## src/rtl/vga_fb_arbiter.sv

```systemverilog
// vga_fb_arbiter: shares the single-port frame buffer between VGA
// scan-out prefetch (credit flow-controlled) and PPU pixel writes.
module vga_fb_arbiter #(
  parameter int ADDR_W     = 16,
  parameter int DATA_W     = 6,
  parameter int FB_WORDS   = 61440,
  parameter int FIFO_DEPTH = 16,
  parameter int WR_STARVE  = 8
) (
  input  logic              clk,
  input  logic              rst,
  input  logic              frame_end,
  input  logic              pix_pop,
  input  logic              wr_req,
  input  logic [ADDR_W-1:0] wr_addr,
  input  logic [DATA_W-1:0] wr_data,
  output logic              wr_ack,
  output logic [ADDR_W-1:0] mem_addr,
  output logic              mem_we,
  output logic [DATA_W-1:0] mem_wdata,
  input  logic [DATA_W-1:0] mem_rdata,
  output logic              pix_valid,
  output logic [DATA_W-1:0] pix_data,
  output logic              credit_err
);

  localparam int CW = $clog2(FIFO_DEPTH + 1);
  localparam int SW = $clog2(WR_STARVE + 1);

  localparam logic [ADDR_W-1:0] LAST =
    ADDR_W'(FB_WORDS - 1);
  localparam logic [CW-1:0] CMAX = CW'(FIFO_DEPTH);
  localparam logic [SW-1:0] SMAX = SW'(WR_STARVE);

  typedef enum logic [1:0] {
    IDLE,
    FETCH,
    DONE
  } state_t;

  state_t state;
  state_t state_nx;

  logic [ADDR_W-1:0] rd_ptr;
  logic [CW-1:0]     credits;
  logic [SW-1:0]     starve_cnt;

  logic wr_eff;
  logic rd_want;
  logic force_wr;
  logic wr_gnt;
  logic rd_gnt;
  logic rd_last;
  logic rd_inflight;

  // Arbitration: reads win unless the writer has starved long enough.
  always_comb begin
    wr_eff   = wr_req && !wr_ack;
    rd_want  = (state == FETCH) && (credits != '0);
    force_wr = wr_eff && (starve_cnt == SMAX);
    wr_gnt   = force_wr || (wr_eff && !rd_want);
    rd_gnt   = rd_want && !wr_gnt;
    rd_last  = rd_gnt && (rd_ptr == LAST);
  end

  // Prefetch FSM next-state.
  always_comb begin
    state_nx = state;
    unique case (state)
      IDLE: begin
        if (frame_end) state_nx = FETCH;
      end
      FETCH: begin
        if (frame_end)    state_nx = FETCH;
        else if (rd_last) state_nx = DONE;
      end
      DONE: begin
        if (frame_end) state_nx = FETCH;
      end
      default: state_nx = IDLE;
    endcase
  end

  // Prefetch FSM state register.
  always_ff @(posedge clk) begin
    if (rst) state <= IDLE;
    else     state <= state_nx;
  end

  // Read pointer: restarts on every frame_end.
  always_ff @(posedge clk) begin
    if (rst) begin
      rd_ptr <= '0;
    end else if (frame_end) begin
      rd_ptr <= '0;
    end else if (rd_gnt) begin
      rd_ptr <= rd_last ? '0 : rd_ptr + 1'b1;
    end
  end

  // Credits mirror free space in the downstream FIFO.
  always_ff @(posedge clk) begin
    if (rst) begin
      credits <= CMAX;
    end else begin
      unique case ({rd_gnt, pix_pop})
        2'b10: credits <= credits - 1'b1;
        2'b01: begin
          if (credits != CMAX) credits <= credits + 1'b1;
        end
        default: credits <= credits;
      endcase
    end
  end

  // Sticky flag for a pop that returns a credit we never lent.
  always_ff @(posedge clk) begin
    if (rst) begin
      credit_err <= 1'b0;
    end else if (pix_pop && !rd_gnt && credits == CMAX) begin
      credit_err <= 1'b1;
    end
  end

  // Consecutive denied-write counter, saturating.
  always_ff @(posedge clk) begin
    if (rst) begin
      starve_cnt <= '0;
    end else if (!wr_eff || wr_gnt) begin
      starve_cnt <= '0;
    end else if (starve_cnt != SMAX) begin
      starve_cnt <= starve_cnt + 1'b1;
    end
  end

  // Registered RAM port; address holds when nothing is granted.
  always_ff @(posedge clk) begin
    if (rst) begin
      mem_addr  <= '0;
      mem_we    <= 1'b0;
      mem_wdata <= '0;
      wr_ack    <= 1'b0;
    end else begin
      mem_we <= wr_gnt;
      wr_ack <= wr_gnt;
      if (wr_gnt) begin
        mem_addr  <= wr_addr;
        mem_wdata <= wr_data;
      end else if (rd_gnt) begin
        mem_addr <= rd_ptr;
      end
    end
  end

  // Read return pipeline: grant, address cycle, data cycle.
  always_ff @(posedge clk) begin
    if (rst) begin
      rd_inflight <= 1'b0;
      pix_valid   <= 1'b0;
    end else begin
      rd_inflight <= rd_gnt;
      pix_valid   <= rd_inflight;
    end
  end

  assign pix_data = pix_valid ? mem_rdata : '0;

endmodule

```

## config.mk

```make
export PLATFORM = sky130hd
export DESIGN_NAME = vga_fb_arbiter
export DESIGN_NICKNAME = d
export VERILOG_FILES = /design/src/rtl/vga_fb_arbiter.sv
export SDC_FILE = /design/constraint.sdc
export NUM_CORES = 1
export LEC_CHECK = 0
export CORE_MARGIN = 5
export CORE_UTILIZATION = 40
export CTS_CLUSTER_SIZE = 25
export DETAILED_ROUTE_END_ITERATION = 10
export DONT_BUFFER_PORTS = 1
export RECOVER_POWER = 50
export SLEW_MARGIN = 20
export SYNTH_ARGS = -nofsm -noshare
export SYNTH_HDL_FRONTEND = slang
export SYNTH_SLANG_ARGS = --single-unit
```

## constraint.sdc

```tcl
create_clock -name clk -period 2.5 [get_ports clk]
set_input_delay 0.5 -clock clk [delete_from_list [all_inputs] [get_ports clk]]
set_output_delay 0.5 -clock clk [all_outputs]
set_load 0.01 [all_outputs]
```

Yosys cells after proc, flatten, opt, wreduce, memory -nomap -nowiden. Cells that the tools add are included.

Flip-flop bits (word level): 53. Output and inout bits: 32.

Eq/ne operators: 12. Multiplexer cells: 10. Reductions and logical operators: 24. Add/sub/neg operators: 4.

Operator list (count): 16-bit two-way mux (3); 16-bit by 1-bit adder with 16-bit output (second input constant) (1); 16-bit == test (second input constant) (1); 5-bit one-hot mux with 2 select lines (1); 1-bit logical AND (8); 2-bit two-way mux (3); 6-bit two-way mux (1); 2-bit OR reduction (3); 5-bit by 1-bit adder with 5-bit output (second input constant) (1); 5-bit == test (second input constant) (1); 1-bit logical NOT (5); 5-bit two-way mux (1); 5-bit != test (second input constant) (1); 5-bit nonzero test (1); 5-bit by 1-bit subtractor with 5-bit output (second input constant) (1); 4-bit by 1-bit adder with 4-bit output (second input constant) (1); 2-bit by 1-bit == test with 1-bit output (second input constant) (2); 2-bit == test (second input constant) (2); 4-bit == test (second input constant) (1); 4-bit != test (second input constant) (1); 2-bit one-hot mux with 2 select lines (1); 2-bit AND reduction (2); 2-bit nonzero test (2); 3-bit != test (second input constant) (1); other kinds (4) (5).

Logic depth before layout (Yosys ltp).
Depth in word-level cells: 11. Depth in mapped cells: 12.

Least setup slack after synthesis. OpenSTA, ideal clock, no wires.

Kind: register to register. Start: register credits[0]. End: register credits[4]. Path slack: -0.240 ns. Cell stages (with the launch flop): 11. Arrival: 2.679 ns. Required time: 2.438 ns. Path through: dfxtp_1 or4_4 o21ai_4 buf_6 o21ai_0 fa_1 nand3_1 nand2_1 or4_1 a21o_1 nand3_1.

Cells in the longest elaborated chain, start to end: 10. Elaborated cells between the ends (all ways): 17. Those cells by class: add/sub: 2; eq/ne: 4; mux: 2; reduce/logical: 9.

RTL lines: start: declaration (line 45) `logic [CW-1:0] credits;`; start signal: assignment (line 107) `2'b10: credits <= credits - 1'b1;`; start signal: assignment (line 109) `if (credits != CMAX) credits <= credits + 1'b1;`; start signal: assignment (line 111) `default: credits <= credits;`; 5-bit nonzero test (line 59) `rd_want = (state == FETCH) && (credits != '0);`; 1-bit logical AND (line 59); 1-bit logical NOT (line 61) `wr_gnt = force_wr || (wr_eff && !rd_want);`; 1-bit logical AND (line 61); 1-bit logical OR (line 61); 1-bit logical NOT (line 62) `rd_gnt = rd_want && !wr_gnt;`; 1-bit logical AND (line 62); 2-bit by 1-bit == test with 1-bit output / 2-bit == test (equally long branches) (line 106) `unique case ({rd_gnt, pix_pop})`; 2-bit != test (no line) / 2-bit nonzero test (equally long branches); 2-bit AND reduction (no line).

Several ways; a longest one is shown, not always the timed one. The select of a mux whose other input is x is not followed. A chain may end at the register's enable or synchronous reset.

Worst setup path in the final report. Ends and elaborated chain as after synthesis.

==> impl_metrics.env <==
export IMPL_pwr_share_clk_pct=25.2
export IMPL_drive_above_1_share_pct=13.24
export IMPL_crit_path_end_kind="flop"
export IMPL_p_per_area_nw_per_um2=708.2
export IMPL_max_freq_ghz=0.4164
export IMPL_worstPathRequired_ns=2.75
export IMPL_critPathBufInv=0
export IMPL_switching_share_pct=31.11
export IMPL_hold_slack_ns=0.2462
export IMPL_avgSynthCellArea_um2=9.166
export IMPL_nets=327
export IMPL_crit_slowest_cell="or4_4"
export IMPL_die_area_um2=8093
export IMPL_ys_warn_count=0
export IMPL_layout_area_overhead_vs_synth_pct=8.415
export IMPL_ys_flop_type="dfxtp_1"
export IMPL_clk_latency_ns=0.31
export IMPL_yosys_cell_types_count=50
export IMPL_worstSetupPathType="flop to flop"
export IMPL_numPortBuffers=0
export IMPL_dr_pass1_iters=4
export IMPL_cts_buffer_depth=2
export IMPL_layout_cells_most_common="dfxtp_1"
export IMPL_p_total_mw=1.964
export IMPL_clkTransAtPathRegs_ns=0.10
export IMPL_num_rows=29
export IMPL_async_flop_share_pct=0
export IMPL_grt_pass1_wl_um=9798
export IMPL_wirelength_um=5809
export IMPL_p_int_mw=1.353
export IMPL_drt_first_iter_violations=135
export IMPL_slew_headroom_pct=52.23
export IMPL_rsz0062_at_grt="false"
export IMPL_antenna_found_initial=0
export IMPL_num_vias=2015
export IMPL_place_gp_congestion=0.8721
export IMPL_status="finished clean"
export IMPL_cts_hold_buffers_added=0
export IMPL_setup_viol=0
export IMPL_pwr_share_seq_pct=50.1
export IMPL_core_um2=6277
export IMPL_finalHoldViolCount=0
export IMPL_start_kind="flop"
export IMPL_die_height_um=89.96
export IMPL_grt_usage_pct=14.54
export IMPL_p_leak_nw=0.9852
export IMPL_critical_path_max_stage_delay_ns=0.54
export IMPL_cts_root_buf="clkbuf_8"
export IMPL_io_pins=65
export IMPL_max_cap_viol_count=0
export IMPL_cts_max_level=2
export IMPL_seq_area_um2=1062
export IMPL_crit_family="simple AND/OR/NAND/NOR gates"
export IMPL_cts_buffers=5
export IMPL_synthesis_nets=319
export IMPL_slew_violations=0
export IMPL_post_drt_wl_per_cell_um=15.96
export IMPL_p_sw_mw=0.6109
export IMPL_viasPerCell=5.536
export IMPL_setup_tns_ns=0
export IMPL_fin_crit_sh_pct=96.06
export IMPL_grt_start_max_net_pins=25
export IMPL_initial_utilization_pct=40.74
export IMPL_diodes=0
export IMPL_gr_total_overflow=0
export IMPL_period_minus_slack_ns=2.402
export IMPL_dpl_hpwl_um=4290
export IMPL_synth_edff_count=0
export IMPL_clock_skew_final_ns=0.01085
export IMPL_route_detailed_drc=0
export IMPL_nFillCells=636
export IMPL_grt_pass1_vias=1973
export IMPL_peakVddDrop_mv=0.4489
export IMPL_detail_route_antenna_nets=0
export IMPL_cts_tree="done"
export IMPL_final_cell_mix="52 x dfxtp_1, 33 x nor2_1, 32 x nand2_1, 12 x nand3_1, 11 x o21ai_0"
export IMPL_p_comb_share_pct=24.7
export IMPL_tightest_slew_ns=0.7166
export IMPL_arrival_ns=2.65
export IMPL_netlist_instances=279
export IMPL_path_cells="or4_4 > o21ai_4 > o21ai_4 > fa_2 > nand3_1 > nand2_2 > or4_1 > a21o_1 > nand3_1"
export IMPL_ys_ff_latch=53
export IMPL_yosysSeqAreaShare_pct=41.49
export IMPL_path_max_fanout=5
export IMPL_syn_area_um2=2557
export IMPL_cts_sink_count=53
export IMPL_fp_dieW_um=89.96
export IMPL_multi_input_area_um2=1426
export IMPL_hp_class="input port to flop"
[repair_timing]
action                                  4_1_cts  5_1_grt
endpoints found under the setup margin        0        1
setup buffers                                 0        0
resized for setup                             0        1
[layer usage]
layer	share of wire [%]	track usage [%]	vias up	wire length [um]
li1	-	-	1015	-
met1	47	18.72	926	2702
met2	44	22.38	65	2539
met3	8.3	5.927	9	482
met4	1.4	4.218	0	84
met5	0	0	-	0
[path summary, 6_finish.rpt]
| kind | from | end | slack [ns] | depth (start not counted) |
|---|---|---|---|---|
| max reg2reg | credits[0] | credits[4] | 0.1 | 9 |
| min reg2reg | rd_inflight | pix_valid | 0.44 | 1 |
| min | rst | pix_valid | 0.25 | 1 |
| max | credits[0] | credits[4] | 0.1 | 9 |
[through the flow]
stage | setup WS (ns) | std cells | util (%) | area [um^2]
3_3_place_gp | 0.1427 | 357 | 42.97 | 2698
4_1_cts | 0.06052 | 364 | 44.41 | 2788
6_report | 0.09846 | 364 | 44.17 | 2773
2_1_floorplan | -0.03999 | 279 | - | 2585
3_5_place_dp | 0.08667 | 357 | 42.97 | 2698
5_1_grt | 0.004639 | 364 | 44.17 | 2773
[state kept, by name, summed over array words and instances (netlist names)]
signal and flops:
rd_ptr 16, pix_valid 1, mem_we 1, credit_err 1
rd_inflight 1, mem_addr 16, starve_cnt 4, credits 5
state 2, mem_wdata 6
[cells by family after synthesis]
kind of cell	after synthesis	share of synthesized area, %
compound gates	55	18.30
simple gates	125	24.90
flops	53	41.49
fa+ha+maj	7	3.718
mux	9	3.523
xor+xnor	13	4.452
buf+inv	17	3.620
[synthesized netlist by cell type (all sizes together), types with 4 or more instances]
library cell   n  area (um^2)
a222oi         4        40.04
nor2          34        135.1
nand2b         4        25.02
nor2b          4        25.02
inv            7        26.28
or3            4        25.02
or4            4        33.78
xor2           4        35.03
a22oi         12        135.1
nor4           5        43.79
o21ai         13        76.33
a21oi         10        72.57
dfxtp         53         1061
ha             6        75.07
xnor2          9        78.83
and2           7        43.79
buf            6        51.30
mux2i          9        90.09
nor3           6        35.03
clkbuf         4        15.01
nand3         12        60.06
nand2         33        123.9
[area by class of cell]
type	count	share of cell area, %
inverters	7	0.9477
clock buffers	6	2.978
multi-input cells	209	51.44
well taps	77	3.475
clock inverters	1	0.2708
flip-flops and latches	53	38.31
repair buffers	11	2.572
[power by group through the flow]
stage | clock [mW] | sequential (mW) | combinational, mW
CTS | 0.517 | 0.988 | 0.498
global route | 0.547 | 0.998 | 0.545
floorplan | 0 | 1.01 | 0.373
global placement | 0 | 1.01 | 0.490
detailed placement | 0 | 1.01 | 0.495
finish | 0.494 | 0.985 | 0.485
Note: power is estimated with default switching activity, not from simulation.
